$ cat src/rtl/fsquare_pipe.sv
// Three-stage binary32 squarer y = x*x with valid/ready backpressure.
// Define FSQUARE_FLAGS_EN to add the {overflow, underflow, invalid} flags output.
module fsquare_pipe (
   input  logic        clk,
   input  logic        rst,
   input  logic [31:0] x,
   input  logic        in_valid,
   output logic        in_ready,
   output logic [31:0] y,
   output logic        out_valid,
   input  logic        out_ready
`ifdef FSQUARE_FLAGS_EN
   ,
   output logic [2:0]  flags
`endif
);

   localparam logic [1:0] CLS_NORM = 2'd0;
   localparam logic [1:0] CLS_ZERO = 2'd1;
   localparam logic [1:0] CLS_INF  = 2'd2;
   localparam logic [1:0] CLS_NAN  = 2'd3;

   logic               advance_s;
   logic [1:0]         in_cls_s;
   logic               unused_sign_s;

   logic               v1_r;
   logic [1:0]         cls1_r;
   logic [7:0]         exp1_r;
   logic [23:0]        mant1_r;

   logic               v2_r;
   logic [1:0]         cls2_r;
   logic [47:0]        prod2_r;
   logic signed [9:0]  exp2_r;

   logic               v3_r;
   logic [31:0]        y_r;

   logic signed [9:0]  norm_exp_s;
   logic signed [9:0]  fin_exp_s;
   logic [23:0]        sig_s;
   logic               guard_s;
   logic               sticky_s;
   logic               round_up_s;
   logic [24:0]        rnd_sum_s;
   logic [23:0]        fin_sig_s;
   logic               ovf_s;
   logic               unf_s;
   logic [31:0]        y_nxt_s;

   // The sign never reaches the result; squares are non-negative.
   assign unused_sign_s = x[31];

   // Global stall: every stage holds while the output is blocked.
   assign advance_s = !(v3_r && !out_ready);
   assign in_ready  = advance_s;
   assign out_valid = v3_r;
   assign y         = y_r;

   // Operand classification from the input exponent and fraction.
   always_comb begin
      in_cls_s = CLS_NORM;
      if (x[30:23] == 8'd0) begin
         in_cls_s = CLS_ZERO;
      end else if (x[30:23] == 8'hFF) begin
         in_cls_s = (x[22:0] == 23'd0) ? CLS_INF : CLS_NAN;
      end else begin
         in_cls_s = CLS_NORM;
      end
   end

   // Stage 1: capture operand with hidden bit restored.
   always_ff @(posedge clk or posedge rst) begin
      if (rst) begin
         v1_r    <= 1'b0;
         cls1_r  <= 2'd0;
         exp1_r  <= 8'd0;
         mant1_r <= 24'd0;
      end else if (advance_s) begin
         v1_r    <= in_valid;
         cls1_r  <= in_cls_s;
         exp1_r  <= x[30:23];
         mant1_r <= {(x[30:23] != 8'd0), x[22:0]};
      end
   end

   // Stage 2: full significand product and provisional exponent 2e-127.
   always_ff @(posedge clk or posedge rst) begin
      if (rst) begin
         v2_r    <= 1'b0;
         cls2_r  <= 2'd0;
         prod2_r <= 48'd0;
         exp2_r  <= 10'sd0;
      end else if (advance_s) begin
         v2_r    <= v1_r;
         cls2_r  <= cls1_r;
         prod2_r <= {24'd0, mant1_r} * {24'd0, mant1_r};
         exp2_r  <= $signed({1'b0, exp1_r, 1'b0}) - 10'sd127;
      end
   end

   // Stage 3 datapath: normalise, round to nearest even, range and special handling.
   always_comb begin
      norm_exp_s = exp2_r;
      sig_s      = prod2_r[46:23];
      guard_s    = prod2_r[22];
      sticky_s   = |prod2_r[21:0];
      if (prod2_r[47]) begin
         norm_exp_s = exp2_r + 10'sd1;
         sig_s      = prod2_r[47:24];
         guard_s    = prod2_r[23];
         sticky_s   = |prod2_r[22:0];
      end else begin
         norm_exp_s = exp2_r;
      end
      round_up_s = guard_s && (sticky_s || sig_s[0]);
      rnd_sum_s  = {1'b0, sig_s} + {24'd0, round_up_s};
      if (rnd_sum_s[24]) begin
         fin_sig_s = rnd_sum_s[24:1];
         fin_exp_s = norm_exp_s + 10'sd1;
      end else begin
         fin_sig_s = rnd_sum_s[23:0];
         fin_exp_s = norm_exp_s;
      end
      ovf_s = (cls2_r == CLS_NORM) && (fin_exp_s >= 10'sd255);
      unf_s = (cls2_r == CLS_NORM) && (fin_exp_s <= 10'sd0);
      case (cls2_r)
         CLS_ZERO: y_nxt_s = 32'h0000_0000;
         CLS_INF:  y_nxt_s = 32'h7F80_0000;
         CLS_NAN:  y_nxt_s = 32'h7FC0_0000;
         CLS_NORM: begin
            if (ovf_s) begin
               y_nxt_s = 32'h7F80_0000;
            end else if (unf_s) begin
               y_nxt_s = 32'h0000_0000;
            end else begin
               y_nxt_s = {1'b0, fin_exp_s[7:0], fin_sig_s[22:0]};
            end
         end
         default:  y_nxt_s = 32'h0000_0000;
      endcase
   end

   // Stage 3 register: drives the output.
   always_ff @(posedge clk or posedge rst) begin
      if (rst) begin
         v3_r <= 1'b0;
         y_r  <= 32'h0000_0000;
      end else if (advance_s) begin
         v3_r <= v2_r;
         y_r  <= y_nxt_s;
      end
   end

`ifdef FSQUARE_FLAGS_EN
   logic [2:0] flags_r;
   logic [2:0] flags_nxt_s;

   // Exception flags for the result leaving stage 2.
   always_comb begin
      flags_nxt_s = {ovf_s, unf_s, (cls2_r == CLS_NAN)};
   end

   // Flags travel with y and hold during a stall.
   always_ff @(posedge clk or posedge rst) begin
      if (rst) begin
         flags_r <= 3'b000;
      end else if (advance_s) begin
         flags_r <= flags_nxt_s;
      end
   end

   assign flags = flags_r;
`endif

endmodule

$ cat config.mk
export PLATFORM = sky130hd
export DESIGN_NAME = fsquare_pipe
export DESIGN_NICKNAME = d
export VERILOG_FILES = /design/src/rtl/fsquare_pipe.sv
export SDC_FILE = /design/constraint.sdc
export NUM_CORES = 1
export LEC_CHECK = 0
export BUFFER_PORTS_ARGS = -buffer_cell sky130_fd_sc_hd__buf_2
export CAP_MARGIN = 10
export CORE_UTILIZATION = 51
export DETAILED_ROUTE_END_ITERATION = 10
export GPL_TIMING_DRIVEN = 0
export PLACE_DENSITY = 0.78
export SLEW_MARGIN = 10
export SYNTH_ARGS = -nofsm -noshare
export SYNTH_HDL_FRONTEND = slang
export SYNTH_SLANG_ARGS = --single-unit
$ cat constraint.sdc
create_clock -name clk -period 9 [get_ports clk]
set_clock_uncertainty 0.1 [all_clocks]
set_input_delay 0.9 -clock clk [delete_from_list [all_inputs] [get_ports clk]]
set_output_delay 0.9 -clock clk [all_outputs]
set_load 0.02 [all_outputs]
* After elaboration in Yosys (flattened, before gate mapping) *
Cells that the tools add are included.

word-level totals
  register bits = 129
  bits of input ports = 36
  logic and storage cells = 46

operators by class
  add/subtract/negate cells = 4
  multipliers = 1
  magnitude comparators = 2
  eq/ne operators = 4
  muxes and demuxes = 12
  reductions and logical operators = 13

operators by type and width
  cell                                                                                   number
  32-bit case mux with 4 select lines                                                    1
  31-bit 2-to-1 mux                                                                      2
  24-bit by 24-bit multiplier with 48-bit output                                         1
  24-bit by 1-bit adder with 25-bit output                                               1
  24-bit 2-to-1 mux                                                                      1
  23-bit logical NOT                                                                     1
  23-bit 2-to-1 mux                                                                      1
  23-bit OR reduction                                                                    1
  22-bit OR reduction                                                                    1
  10-bit by 2-bit adder with 10-bit output (second input constant)                       2
  10-bit 2-to-1 mux                                                                      2
  10-bit by 9-bit greater-or-equal comparator with 1-bit output (second input constant)  1
  10-bit by 1-bit <= comparator with 1-bit output (second input constant)                1
  9-bit by 7-bit subtractor with 10-bit output (second input constant)                   1
  8-bit == test (second input constant)                                                  1
  8-bit logical NOT                                                                      1
  8-bit nonzero test                                                                     1
  2-bit == test (second input constant)                                                  2
  1-bit logical AND                                                                      4
  2-bit 2-to-1 mux                                                                       2
  1-bit 2-to-1 mux                                                                       3
  2-bit by 1-bit == test with 1-bit output (second input constant)                       1
  1-bit logical NOT                                                                      2
  2-bit logical NOT                                                                      1
  1-bit logical OR                                                                       1

* Depth between registers and ports, before layout *
  word-level depth = 11
  gate-level depth with buffers = 28
  gate-level depth less buffers = 27

* Worst setup path after synthesis *
OpenSTA, ideal clock, no wires.

  path kind = register to register
  start point = register mant1_r[9]
  end point = register prod2_r[44]
  library setup time = 69 ps
  arrival = 7294 ps
  data required time = 8831 ps
  path slack = 1537 ps
  cell stages (with the launch flop) = 28
  period minus slack after synthesis = 7463 ps
  cells stage by stage = dfrtp_1 > clkbuf_1 > clkbuf_1 > nand2_1 > fa_1 > inv_1 > fa_1 > inv_1 > fa_1 > inv_1 > fa_1 > fa_1 > fa_1 > inv_1 > fa_1 > inv_1 > ha_1 > clkbuf_1 > and4_1 > nand2_1 > a2111oi_0 > nor3_1 > a2111o_1 > a21oi_1 > a311o_1 > a21oi_1 > or4b_1 > nand3_1

between the ends
  word-level cells in the longest chain between the ends = 1

RTL lines
  what                                            RTL line  text
  start: declaration                              30        logic [23:0] mant1_r;
  start signal: assignment                        84        mant1_r <= {(x[30:23] != 8'd0), x[22:0]};
  24-bit by 24-bit multiplier with 48-bit output  98        prod2_r <= {24'd0, mant1_r} * {24'd0, mant1_r};
  end signal: assignment                          98
  end: declaration                                34        logic [47:0] prod2_r;

No other way between the ends.
A chain may end at the register's enable or synchronous reset.

* Final worst setup path *
  start point = register mant1_r[4]
  end point = register prod2_r[44]

The elaborated chain is that of the path after synthesis.

==> results.py <==
metrics = {
    "clock_network": {
        "numCtsBuffers": 17,
        "insertion_delay_ns": 0.46,
        "clock_tree.buffer_depth": 2,
        "h-tree-depth": 4,
        "cts_tree": "built",
        "cts_post_setup_buffers_inserted": 0,
        "cts_sinks": 127,
        "ctsRootBufferMaster": "clkbuf_16",
        "clk_pin_slew_worst_paths_ns": 0.07,
    },
    "detailed_routing": {
        "wl_per_cell_um": 19.4,
        "post_route_drc": 0,
        "firstDrtPassIters": 6,
        "drt.antenna.violating_nets": 0,
        "vias": 18100,
        "via_per_inst": 5.57,
        "drt_iter0_markers": 1557,
        "wl_mm": 63.2,
    },
    "global_routing": {
        "globalRouteOverflowTotal": 0,
        "grt_max_degree": 72,
        "antenna_found_initial": 1,
        "track_usage_pct": 28.4,
        "grt_first_pass_wirelength_mm": 101,
        "grt_pass1_vias": 19300,
    },
    "place": {
        "dp_worst_setup_slack_ns": -0.111,
        "dp.final_hpwl_mm": 51.6,
        "dpl_cell_area_mm2": 0.0241,
        "io_buffers": 67,
        "globalplace.congestion": 0.986,
    },
    "final_layout": {
        "finalInstanceArea_mm2": 0.0247,
        "final_nets": 3289,
        "signed_area_change_from_the_synthesized_netlist_to_the_final_layout_pct": 7.51,
        "mostFrequentLayoutCells": "inv_1, fa_1, nand2_1, ha_1, dfrtp_1",
        "layout_commonest_cell": "inv_1",
        "num_antenna_cells": 0,
        "postLayoutCoreUtil_pct": 55.7,
        "drive_gt1_share_pct": 5.22,
    },
    "sta": {
        "final_tns_setup_ns": 0,
        "worstMarginPinSlew_ns": 0.979,
        "final.setup.worst_slack_ns": 0.162,
        "layout_min_cycle_time_ns": 8.84,
        "max_freq_mhz": 113,
        "slew_headroom_pct": 34.7,
        "setup_viol": 0,
        "slew_violations": 0,
        "post-route-period-util_pct": 98.2,
        "hold_viol_final": 0,
        "grt_setup_unrepaired": "yes",
    },
    "yosys": {
        "yosys_warnings": 0,
        "syn_area_mm2": 0.0229,
        "synth_area_per_cell_um2": 8.96,
        "synth-seq-area-share_pct": 13.8,
        "ff_latch_count_synth": 127,
        "post-synth-top-area-fraction_pct": 36.9,
        "synth-async-reset-ratio_pct": 100,
        "synth_top_area_cell": "fa_1",
        "post_synth_edffs": 0,
        "syn_inst": 2561,
        "synth.top_cells.by_area": "fa_1, dfrtp_1, ha_1",
        "synthesis.nets": 3202,
        "synth-main-ff-cell": "dfrtp_1",
        "synth_cell_types": 75,
    },
    "floorplanning": {
        "core_area_mm2": 0.0443,
        "die_height_um": 214,
        "initial_core_util_pct": 51.8,
        "placement_rows": 77,
        "design.die.area_mm2": 0.0459,
        "fp.dieW_um": 214,
        "top_level_ports": 70,
    },
    "worst_setup_path": {
        "crit_arrival_ns": 9.13,
        "crit_top_cell": "fa_1",
        "timing.critical_path.required_ns": 9.29,
        "critical_path.endpoint_type": "flip-flop",
        "crit_type": "flip-flop to flip-flop",
        "cp_num_buf_inv": 7,
        "crit_slowest_cell": "dfrtp_1",
        "max_stage_delay_ns": 0.65,
        "startpoint_type": "flip-flop",
        "critPathMaxFanout": 10,
        "cpLargestDelayFamily": "adder cells",
    },
    "worst_hold_path": {
        "hold_class": "flip-flop to flip-flop",
    },
    "outcome": {
        "run_status": "finished, final reports clean",
    },
    "job": {
        "drv.max_cap_violation_count": 0,
    },
}
Yosys cell counts, types with 6 or more instances:
cell type,instances
inv_1,601
fa_1,423
nand2_1,345
ha_1,182
dfrtp_1,127
and2_1,126
clkbuf_1,95
nor2_1,94
a21oi_1,85
xnor2_1,59
o21ai_0,56
xor2_1,49
nand3_1,28
a21o_1,17
nand4_1,17
nor4_1,15
and3_1,13
mux2i_1,13
nor3_1,13
a22o_1,12
a31oi_1,11
nor2b_1,11
o21ai_1,10
a211oi_1,9
nand2b_1,9
a221o_1,8
nand4b_1,8
o21bai_1,8
nand3b_1,7
buf_1,6
buf_2,6
o211ai_1,6
state kept, by name, indices dropped and copies added (netlist names):
signal     cells
out_valid      1
cls1_r         2
prod2_r       47
exp2_r        10
mant1_r       24
exp1_r         8
v1_r           1
v2_r           1
cls2_r         2
y             31
layout make-up:
cell class | instances | area [um^2]
Fill cell | 3942 | 19600
Multi-Input combinational cell | 1720 | 17100
Sequential cell | 127 | 3180
Inverter | 603 | 2270
Tap cell | 592 | 741
Buffer | 111 | 454
Clock buffer | 17 | 425
Timing Repair Buffer | 68 | 363
Clock inverter | 15 | 166
stage by stage:
stage | instances | hold WS, ns
2_1_floorplan | 2561 | 0.318
3_3_place_gp | 3220 | 0.346
3_5_place_dp | 3221 | 0.347
4_1_cts | 3253 | 0.366
5_1_grt | 3253 | 0.384
6_report | 3253 | 0.368
worst min-delay path: cells and delay by family (launching register included):
kind	cells	cell delay, ns
AND/OR/NAND/NOR	2	0.10
flip-flops	1	0.34
cells by family (layout without fill, tap and decap cells):
kind of cell    after synthesis  count (layout)  synth area share (%)
compound gates              274             274                  7.69
xor+xnor                    108             108                  4.12
fa+ha+maj                   605             605                  46.8
buf+inv                     714             814                  11.8
flops                       127             127                  13.8
mux                          17              17                 0.763
other cells                   1               1                0.0163
simple gates                715             715                  14.9
metal layers:
layer  part of all wire, %  routed length, um  global-route usage (%)  vias up
met5                     0                  0                       0        -
met2                    49              30700                    47.0      781
met4                   4.6               2930                    13.3        0
li1                      -                  -                       -     7993
met3                   7.9               5010                    5.12      173
met1                    39              24600                    36.2     9162
what timing repair did:
action	4_1_cts	5_1_grt
resized for setup	4	13
endpoints found under the setup margin	3	8
hold buffers	0	0
worst paths after layout:
kind | startpoint | to | slack (ns) | depth (start not counted)
max in group asynchronous | rst | mant1_r[16]$_DFFE_PP0N_ | 7.61 | 3
min | prod2_r[3]$_DFFE_PP0N_ | prod2_r[3]$_DFFE_PP0N_ | 0.37 | 2
max | mant1_r[4]$_DFFE_PP0N_ | prod2_r[44]$_DFFE_PP0N_ | 0.16 | 26
min reg2reg | prod2_r[3]$_DFFE_PP0N_ | prod2_r[3]$_DFFE_PP0N_ | 0.37 | 2
max reg2reg | mant1_r[4]$_DFFE_PP0N_ | prod2_r[44]$_DFFE_PP0N_ | 0.16 | 26
min in group asynchronous | rst | prod2_r[13]$_DFFE_PP0N_ | 0.45 | 2
Power is left out: the tool's default activity adds up to more than one toggle a clock period on the data nets, which glitch-free logic cannot reach.
